`src/rtl/mux16_rr_arbiter.sv`:
```
// rtl/mux16_rr_arbiter.sv - burst-limited round-robin arbiter driving a 16:1 mux select
// Registered grant/sel/out_valid/beat_cnt; priority rotates from the last granted index.
module mux16_rr_arbiter #(
  parameter int BURST_LEN = 4,
  parameter int CW        = 8
) (
  input  logic          clk,
  input  logic          rst_n,
  input  logic [15:0]   req,
  input  logic          out_ready,
  output logic [3:0]    sel,
  output logic [15:0]   grant,
  output logic          out_valid,
  output logic [CW-1:0] beat_cnt
);

  typedef enum logic [1:0] {IDLE, GRANT, GAP} state_t;

  localparam logic [CW-1:0] LAST_BEAT = CW'(BURST_LEN - 1);

  state_t        state_q, state_d;
  logic [3:0]    ptr_q, ptr_d;
  logic [3:0]    sel_q, sel_d;
  logic [15:0]   grant_q, grant_d;
  logic          valid_q, valid_d;
  logic [CW-1:0] cnt_q, cnt_d;

  logic          win_found;
  logic [3:0]    win_idx;
  logic [3:0]    cand;
  logic          accept;

  // Scan ptr+1 .. ptr+16 (mod 16); the last-granted index is checked last.
  always_comb begin
    win_found = 1'b0;
    win_idx   = 4'd0;
    cand      = 4'd0;
    for (int i = 1; i <= 16; i++) begin
      cand = ptr_q + 4'(i);
      if (!win_found && req[cand]) begin
        win_found = 1'b1;
        win_idx   = cand;
      end
    end
  end

  assign accept = valid_q && out_ready && req[sel_q];

  always_comb begin
    state_d = state_q;
    ptr_d   = ptr_q;
    sel_d   = sel_q;
    grant_d = grant_q;
    valid_d = valid_q;
    cnt_d   = cnt_q;
    case (state_q)
      IDLE, GAP: begin
        cnt_d = '0;
        if (win_found) begin
          state_d = GRANT;
          sel_d   = win_idx;
          grant_d = 16'd1 << win_idx;
          valid_d = 1'b1;
        end else begin
          state_d = IDLE;
          sel_d   = 4'd0;
          grant_d = '0;
          valid_d = 1'b0;
        end
      end
      GRANT: begin
        // Withdrawal wins over a beat: no count when req[sel] has dropped.
        if (!req[sel_q] || (accept && cnt_q == LAST_BEAT)) begin
          state_d = GAP;
          ptr_d   = sel_q;
          grant_d = '0;
          valid_d = 1'b0;
          cnt_d   = '0;
        end else if (accept) begin
          cnt_d = cnt_q + 1'b1;
        end
      end
      default: begin
        state_d = IDLE;
        sel_d   = 4'd0;
        grant_d = '0;
        valid_d = 1'b0;
        cnt_d   = '0;
      end
    endcase
  end

  always_ff @(posedge clk) begin
    if (!rst_n) begin
      state_q <= IDLE;
      ptr_q   <= 4'd15;
      sel_q   <= 4'd0;
      grant_q <= '0;
      valid_q <= 1'b0;
      cnt_q   <= '0;
    end else begin
      state_q <= state_d;
      ptr_q   <= ptr_d;
      sel_q   <= sel_d;
      grant_q <= grant_d;
      valid_q <= valid_d;
      cnt_q   <= cnt_d;
    end
  end

  assign sel       = sel_q;
  assign grant     = grant_q;
  assign out_valid = valid_q;
  assign beat_cnt  = cnt_q;

endmodule

```
`config.mk`:
```
export PLATFORM = sky130hd
export DESIGN_NAME = mux16_rr_arbiter
export DESIGN_NICKNAME = d
export VERILOG_FILES = /design/src/rtl/mux16_rr_arbiter.sv
export SDC_FILE = /design/constraint.sdc
export NUM_CORES = 1
export LEC_CHECK = 0
export CAP_MARGIN = 30
export CORE_MARGIN = 2
export CORE_UTILIZATION = 55
export CTS_CLUSTER_DIAMETER = 100
export CTS_CLUSTER_SIZE = 28
export DETAILED_ROUTE_END_ITERATION = 6
export DONT_BUFFER_PORTS = 1
export GPL_ROUTABILITY_DRIVEN = 0
export PLACE_DENSITY_LB_ADDON = 0.12
export RECOVER_POWER = 50
export SLEW_MARGIN = 20
export SYNTH_ARGS = -nofsm -noshare
export SYNTH_HDL_FRONTEND = slang
export SYNTH_SLANG_ARGS = --single-unit
export TNS_END_PERCENT = 1
```
`constraint.sdc`:
```
create_clock -name clk -period 5.09 [get_ports clk]
set_input_delay 1.018 -clock clk [delete_from_list [all_inputs] [get_ports clk]]
set_output_delay 1.018 -clock clk [all_outputs]
set_load 0.02 [all_outputs]
```
==> summary.txt, run 1 <==
Power and ir drop
  – Sw Pwr: 1.61 mW
  – Pleak: 1.45 nW
  – Reg power frac: 14.7%
  – Gate power share: 77.6%
  – Cell Pwr Density: 746 nW/um^2
  – Cell Int Power: 1.30 mW
  – Clock power share: 7.7%
  – Switching share of power: 55.4%
  – Max VDD drop: 0.439 mV

Timing
  – Max frequency: 0.234 GHz
  – Tmin final: 4.28 ns
  – Least-Margin Pin Slew: 0.816 ns
  – Max Slew Vio Count: 0
  – Relative slew slack: 44.9%
  – Setup WS post-layout: 0.812 ns
  – Clock skew: 0.00404 ns
  – Crit share post-route: 84.0%
  – Setup Total Neg Slack: 0 ns
  – Hold Vio Cnt, Final: 0
  – # setup viols final: 0
  – Unrepaired setup endpoints after global routing: false

GRT
  – Vias in the first global route: 3243
  – Pin count of the biggest net entering global routing: 26
  – Total track usage: 28.6%
  – First-pass GRT wire length: 16800 um
  – Initial antenna violation count: 0
  – Grt total ovfl: 0

Clock tree
  – CTS tree: built
  – Clock transition at path regs: 0.07 ns
  – Post-CTS setup repair buffer count: 0
  – Clk sinks: 35
  – Post-CTS Resized: 0
  – Post-cts hold buffer count: 0
  – Max Buffers Root-to-Sink: 2
  – H-Tree Depth: 2
  – Clock tree root driver cell: clkbuf_8
  – CTS Buf Count: 5
  – Clock Latency Late Sink: 0.29 ns

Worst setup path
  – Critical Path Start Type: flip-flop
  – Length in cells of the worst reg-to-reg path: 12
  – Critical-path maximum fanout: 9
  – Crit path DAT: 4.45 ns
  – RR Endpoint: grant[10]
  – R2r setup slk: 0.81 ns
  – Reg2Reg Launch Point: ptr_q[1]
  – Critical path capture point type: flip-flop
  – Critical path class: flip-flop to flip-flop
  – WP data required: 5.26 ns

Floorplan
  – Die height: 86.6 um
  – Starting Density: 55.9%
  – Ports: 48
  – Core box area: 6720 um^2
  – Die area: 7510 um^2
  – Cell Rows: 30
  – DIE WIDTH: 86.6 um

Drt
  – ANT nets after route: 0
  – Wire length on met3: 1010 um
  – Via count: 3465
  – Final WL: 10500 um
  – DR WL/cell: 21.6 um
  – Drt initial violations: 344
  – Vias per cell: 7.10
  – DR WL met2: 4750 um
  – DRC: 0
  – Max Used Layer: met4
  – M1 WL: 4450 um
  – Drt pass-1 iters: 7

Synth
  – Syn_area_per_cell: 9.07 um^2
  – Top-area cell type share of the netlist area: 20.4%
  – Mapped Area: 3760 um^2
  – Synth unique cells: 69
  – Async S/R FF share, synth: 0%
  – Top post-synthesis cells by area: mux4_2 (20%), dfxtp_1 (19%), mux2i_1 (5.6%)
  – Area leader, netlist: mux4_2
  – Register bit total from synthesis: 35
  – Sequential share of the synthesized area: 18.7%
  – Post-Syn Instances: 414
  – Most used DFF post-synth: dfxtp_1
  – Ys Warns: 0
  – EDFF count, synth: 0
  – Mapped Nets: 442

Hold path
  – Min-Delay Path Class: flip-flop to flip-flop
  – Hold_sp: grant[6]
  – Hold path cells: 2
  – Hold EP: grant[6]

Finish
  – Ant. Diodes: 0
  – Number of fill cells in the layout: 575
  – Layout Nets: 435
  – Area growth syn-to-layout: 3.86%
  – Non-Filler Instances: 488
  – Layout cells sized above 1: 18.4%

Outcome
  – Outcome: finished, final reports clean

Placement
  – Final HPWL DP: 8040 um
  – Setup WS pre-CTS: 0.844 ns
  – Cells after DPL: 480
  – Buffers added on ports: 0

Flow run
  – Max-cap violation count: 0
==> sequential cells by signal, summed over array words and instances (netlist names) <==
register   cells
out_valid      1
ptr_q          4
beat_cnt       8
sel            4
grant         16
state_q        2
==> synth_stat cells (all sizes together), types with 3 or more instances <==
| library cell | count |
|---|---|
| a211oi | 4 |
| a21oi | 16 |
| a22oi | 6 |
| a311o | 4 |
| a31oi | 7 |
| a32o | 4 |
| and2 | 6 |
| and3 | 11 |
| buf | 10 |
| clkbuf | 12 |
| dfxtp | 35 |
| ha | 9 |
| inv | 19 |
| mux2 | 11 |
| mux2i | 23 |
| mux4 | 34 |
| nand2 | 45 |
| nand2b | 3 |
| nand3 | 19 |
| nand4 | 3 |
| nor2 | 32 |
| nor2b | 8 |
| nor3 | 4 |
| nor3b | 3 |
| o2111ai | 3 |
| o211ai | 5 |
| o21ai | 21 |
| o22ai | 3 |
| o31ai | 6 |
| o41ai | 5 |
| xnor2 | 13 |
| xor2 | 6 |
==> layer usage <==
layer  track usage [%]  vias to the layer above
li1                  -                     1576
met1              40.2                     1646
met2              43.7                      208
met3              7.05                       35
met4              8.38                        0
met5                 0                        -
==> worst max-delay path by stage <==
stage                  start         to
finish              ptr_q[1]  grant[10]
global route        ptr_q[0]   grant[4]
CTS                 ptr_q[1]   grant[3]
detailed placement   req[14]   grant[3]
global placement     req[14]  grant[14]
floorplan           ptr_q[1]  grant[14]
==> area by class of cell <==
cell class                      count  area [um^2]  area share, %
Tap cell                           80          100           2.57
Clock buffer                        7         96.3           2.47
Inverter                           19         71.3           1.83
Sequential cell                    35          701           18.0
Clock inverter                      1         7.51          0.192
Timing Repair Buffer                8         60.1           1.54
Multi-Input combinational cell    338         2870           73.4
==> kinds of logic (layout without fill, tap and decap cells) <==
kind of cell / count (synthesis) / count (layout) / synth area share [%]
adders and majority gates: 9 / 9 / 3.00
muxes: 68 / 68 / 30.6
DFF: 35 / 35 / 18.7
xor gates and xnor gates: 19 / 19 / 4.43
AOI/OAI and AO/OA: 99 / 99 / 19.2
and+or+nand+nor: 143 / 143 / 19.1
buffers and inverters: 41 / 35 / 5.06
==> metrics by stage <==
stage / hold slack (ns) / utilization (%) / area [um^2] / power [mW]
finish: 0.563 / 58.1 / 3900 / 2.91
global route: 0.572 / 58.1 / 3900 / 3.10
CTS: 0.563 / 58.1 / 3900 / 2.84
detailed placement: 0.553 / 56.5 / 3800 / 2.61
global placement: 0.543 / 56.5 / 3800 / 2.60
floorplan: 0.525 / - / 3760 / 2.14
==> placed cells by master (no fill, tap or decap), types with 9 or more instances in the layout <==
master,Yosys,routed
nand2_1,45,45
dfxtp_1,35,35
mux4_2,34,34
nor2_1,31,31
mux2i_1,21,21
nand3_1,17,17
inv_1,16,16
a21oi_1,16,16
xnor2_1,13,13
o21ai_0,12,12
and3_1,11,11
o21ai_1,9,9
ha_1,9,9
==> critical path: stages (launching register included) <==
cell	delay (ns)
dfxtp_1	0.35
inv_1	0.18
ha_1	0.57
mux4_2	0.42
mux2i_1	0.36
mux2i_1	0.17
or4_4	0.58
nor3b_2	0.30
and3_1	0.30
o21ai_1	0.09
a2bb2oi_1	0.39
nand2b_1	0.35
o31ai_1	0.10
==> power groups by stage <==
stage	clock network, mW	registers, mW	logic, mW
global placement	0	0.434	2.17
finish	0.225	0.427	2.26
global route	0.241	0.435	2.42
floorplan	0	0.415	1.73
CTS	0.230	0.428	2.18
detailed placement	0	0.435	2.18
No activity file was read; power rests on OpenSTA's default activity.
==> run 2: changes to the inputs <==
- clock period: 5.09 -> 4.1 ns (I/O delays scaled with it)
==> summary.txt, run 2 (same netlist as run 1, synthesis figures left out) <==
Worst setup path
  – Length in cells of the worst reg-to-reg path: 11 (-1)
  – Critical path capture point type: flip-flop
  – Slowest cell delay on critical path: 0.46 ns (-0.12 ns)
  – Critical-path maximum fanout: 9 (unchanged)
  – R2r setup slk: 0.16 ns (-0.65 ns)
  – CP Cell Sequence: inv_2, ha_2, mux4_2, mux2_2, mux2_4, or4_4, or3_4, o31ai_4, nor2_2, or2_1, o41ai_2
  – Critical Path Start Type: flip-flop
  – RR Endpoint: grant[8]
  – Critical path class: flip-flop to flip-flop
  – WP data required: 4.28 ns (-0.98 ns)
  – Crit-path slowest cell: ha_2
  – Crit path DAT: 4.12 ns (-0.33 ns)
  – Reg2Reg Launch Point: ptr_q[0]

Timing
  – Relative slew slack: 58.9% (+14 points)
  – Unrepaired setup endpoints after global routing: true
  – Max frequency: 0.254 GHz (+8.5%)
  – Least-Margin Pin Slew: 0.615 ns (-0.201 ns)
  – # setup viols final: 0 (unchanged)
  – Setup WS post-layout: 0.159 ns (-0.653 ns)
  – Clock skew: 0.00188 ns (-0.00216 ns)
  – Crit share post-route: 96.1% (+12 points)
  – Hold Vio Cnt, Final: 0 (unchanged)
  – Max Slew Vio Count: 0 (unchanged)
  – Tmin final: 3.94 ns (-0.337 ns)
  – Setup Total Neg Slack: 0 ns (unchanged)

Clock tree
  – Clk sinks: 35 (unchanged)
  – H-Tree Depth: 2 (unchanged)
  – Clock Latency Late Sink: 0.28 ns (about the same)
  – Max Buffers Root-to-Sink: 2 (unchanged)
  – CTS Buf Count: 5 (unchanged)
  – Post-cts hold buffer count: 0 (unchanged)
  – Clock tree root driver cell: clkbuf_8
  – CTS tree: built
  – Clock transition at path regs: 0.07 ns (about the same)

Finish
  – Layout Nets: 459 (+5.5%)
  – Post-route cell area: 4090 um^2 (+4.8%)
  – Number of fill cells in the layout: 572 (-0.52%)
  – Ant. Diodes: 0 (unchanged)
  – Area growth syn-to-layout: 8.86%
  – Final core utilization: 60.9% (+2.8 points)
  – Most frequent cells in the layout: nand2_1 (45), mux4_2 (34), dfxtp_1 (34)
  – Register area: 702 um^2 (+0.18%)
  – Commonest non-fill, non-tap cell in the layout: nand2_1
  – Max reg flops: 16 (unchanged)
  – Layout cells sized above 1: 23.9% (+5.5 points)
  – Footprint of the multi-input gates: 2880 um^2 (+0.66%)

GRT
  – Total track usage: 30.1% (+1.5 points)
  – Vias in the first global route: 3398 (+4.8%)
  – Pin count of the biggest net entering global routing: 21 (-19%)
  – First-pass GRT wire length: 17500 um (+4.3%)
  – Grt total ovfl: 0 (unchanged)
  – Initial antenna violation count: 0 (unchanged)

Drt
  – Vias per cell: 7.06 (-0.50%)
  – Final WL: 11200 um (+6.7%)
  – Via count: 3610 (+4.2%)
  – Drt initial violations: 475 (+38%)
  – DR WL/cell: 22.0 um (+1.9%)
  – ANT nets after route: 0 (unchanged)
  – DRC: 0 (unchanged)
  – Drt pass-1 iters: 7 (unchanged)

Floorplan
  – Starting Density: 55.9% (unchanged)
  – Core box area: 6720 um^2 (unchanged)
  – Cell Rows: 30 (unchanged)
  – Die height: 86.6 um (unchanged)
  – DIE WIDTH: 86.6 um (unchanged)
  – Die area: 7510 um^2 (unchanged)
  – Ports: 48 (unchanged)

Power and ir drop
  – Max VDD drop: 0.456 mV (+4.0%)
  – Cell Pwr Density: 941 nW/um^2 (+26%)
  – Pleak: 1.57 nW (+7.9%)

Hold path
  – Min-Delay Path Class: flip-flop to flip-flop
  – Hold_sp: grant[11]
  – Hold EP: grant[11]
  – Hold path cells: 2 (unchanged)

Flow run
  – Max-cap violation count: 0 (unchanged)

Placement
  – Setup WS pre-CTS: 0.112 ns (-0.732 ns)
  – Post-DP Area: 3970 um^2 (+4.6%)
  – Final HPWL DP: 8860 um (+10%)
  – Buffers added on ports: 0 (unchanged)

Outcome
  – Outcome: finished, final reports clean
-- run 2: worst max path at each step --
stage | end | depth (start not counted) | slack, ns | start
after global placement | grant[15] | 13 | 0.19 | ptr_q[0]
after detailed placement | grant[8] | 11 | 0.11 | ptr_q[0]
after floorplan | grant[14] | 16 | 0.007 | ptr_q[1]
after CTS | grant[8] | 13 | 0.10 | ptr_q[0]
after global routing | grant[8] | 12 | -0.02 | ptr_q[0]
final | grant[8] | 11 | 0.16 | ptr_q[0]
-- run 2: what timing repair did --
action | in CTS | in global routing
setup buffers | 0 | 1
endpoints found under the setup margin | 0 | 16
gates resized for setup | 0 | 6
endpoints found under the hold margin | 0 | 0
-- run 2: area by class of cell --
cell class | count | area share [%]
multi-input cells | 338 | 70.5
clock inverters | 1 | 0.122
repair buffers | 32 | 5.97
clock buffers | 6 | 2.02
inverters | 19 | 1.74
flip-flops and latches | 35 | 17.2
well taps | 80 | 2.45
-- run 2: through the flow --
step	power, mW	instances	hold slack [ns]
2_1_floorplan	2.68	414	0.525
3_3_place_gp	3.46	503	0.546
3_5_place_dp	3.49	503	0.551
4_1_cts	3.74	510	0.560
5_1_grt	4.08	511	0.583
6_report	3.85	511	0.555
-- run 2: worst max-delay path: cells and delay by family (launching register included) --
| family | cells | cell delay, ns |
|---|---|---|
| AO/OA/AOI/OAI | 2 | 0.62 |
| buffers and inverters | 1 | 0.08 |
| flip-flops | 1 | 0.38 |
| adder cells (fa/ha/maj) | 1 | 0.46 |
| AND/OR/NAND/NOR | 4 | 1.30 |
| multiplexers | 3 | 0.99 |
-- run 2: metal layers --
metal	wire, um	global-route usage [%]	up-vias
li1	-	-	1626
met1	4530	40.4	1734
met2	5390	49.9	220
met3	1060	5.52	30
met4	271	8.10	0
met5	0	0	-
-- run 2: power breakdown --
part           total (mW)  leakage, nW  switching [mW]  internal [mW]
sequential          0.532        0.284           0.122          0.409
clock               0.248       0.0470           0.116          0.132
combinational        3.07         1.24            1.82           1.25
total                3.85         1.57            2.05           1.79
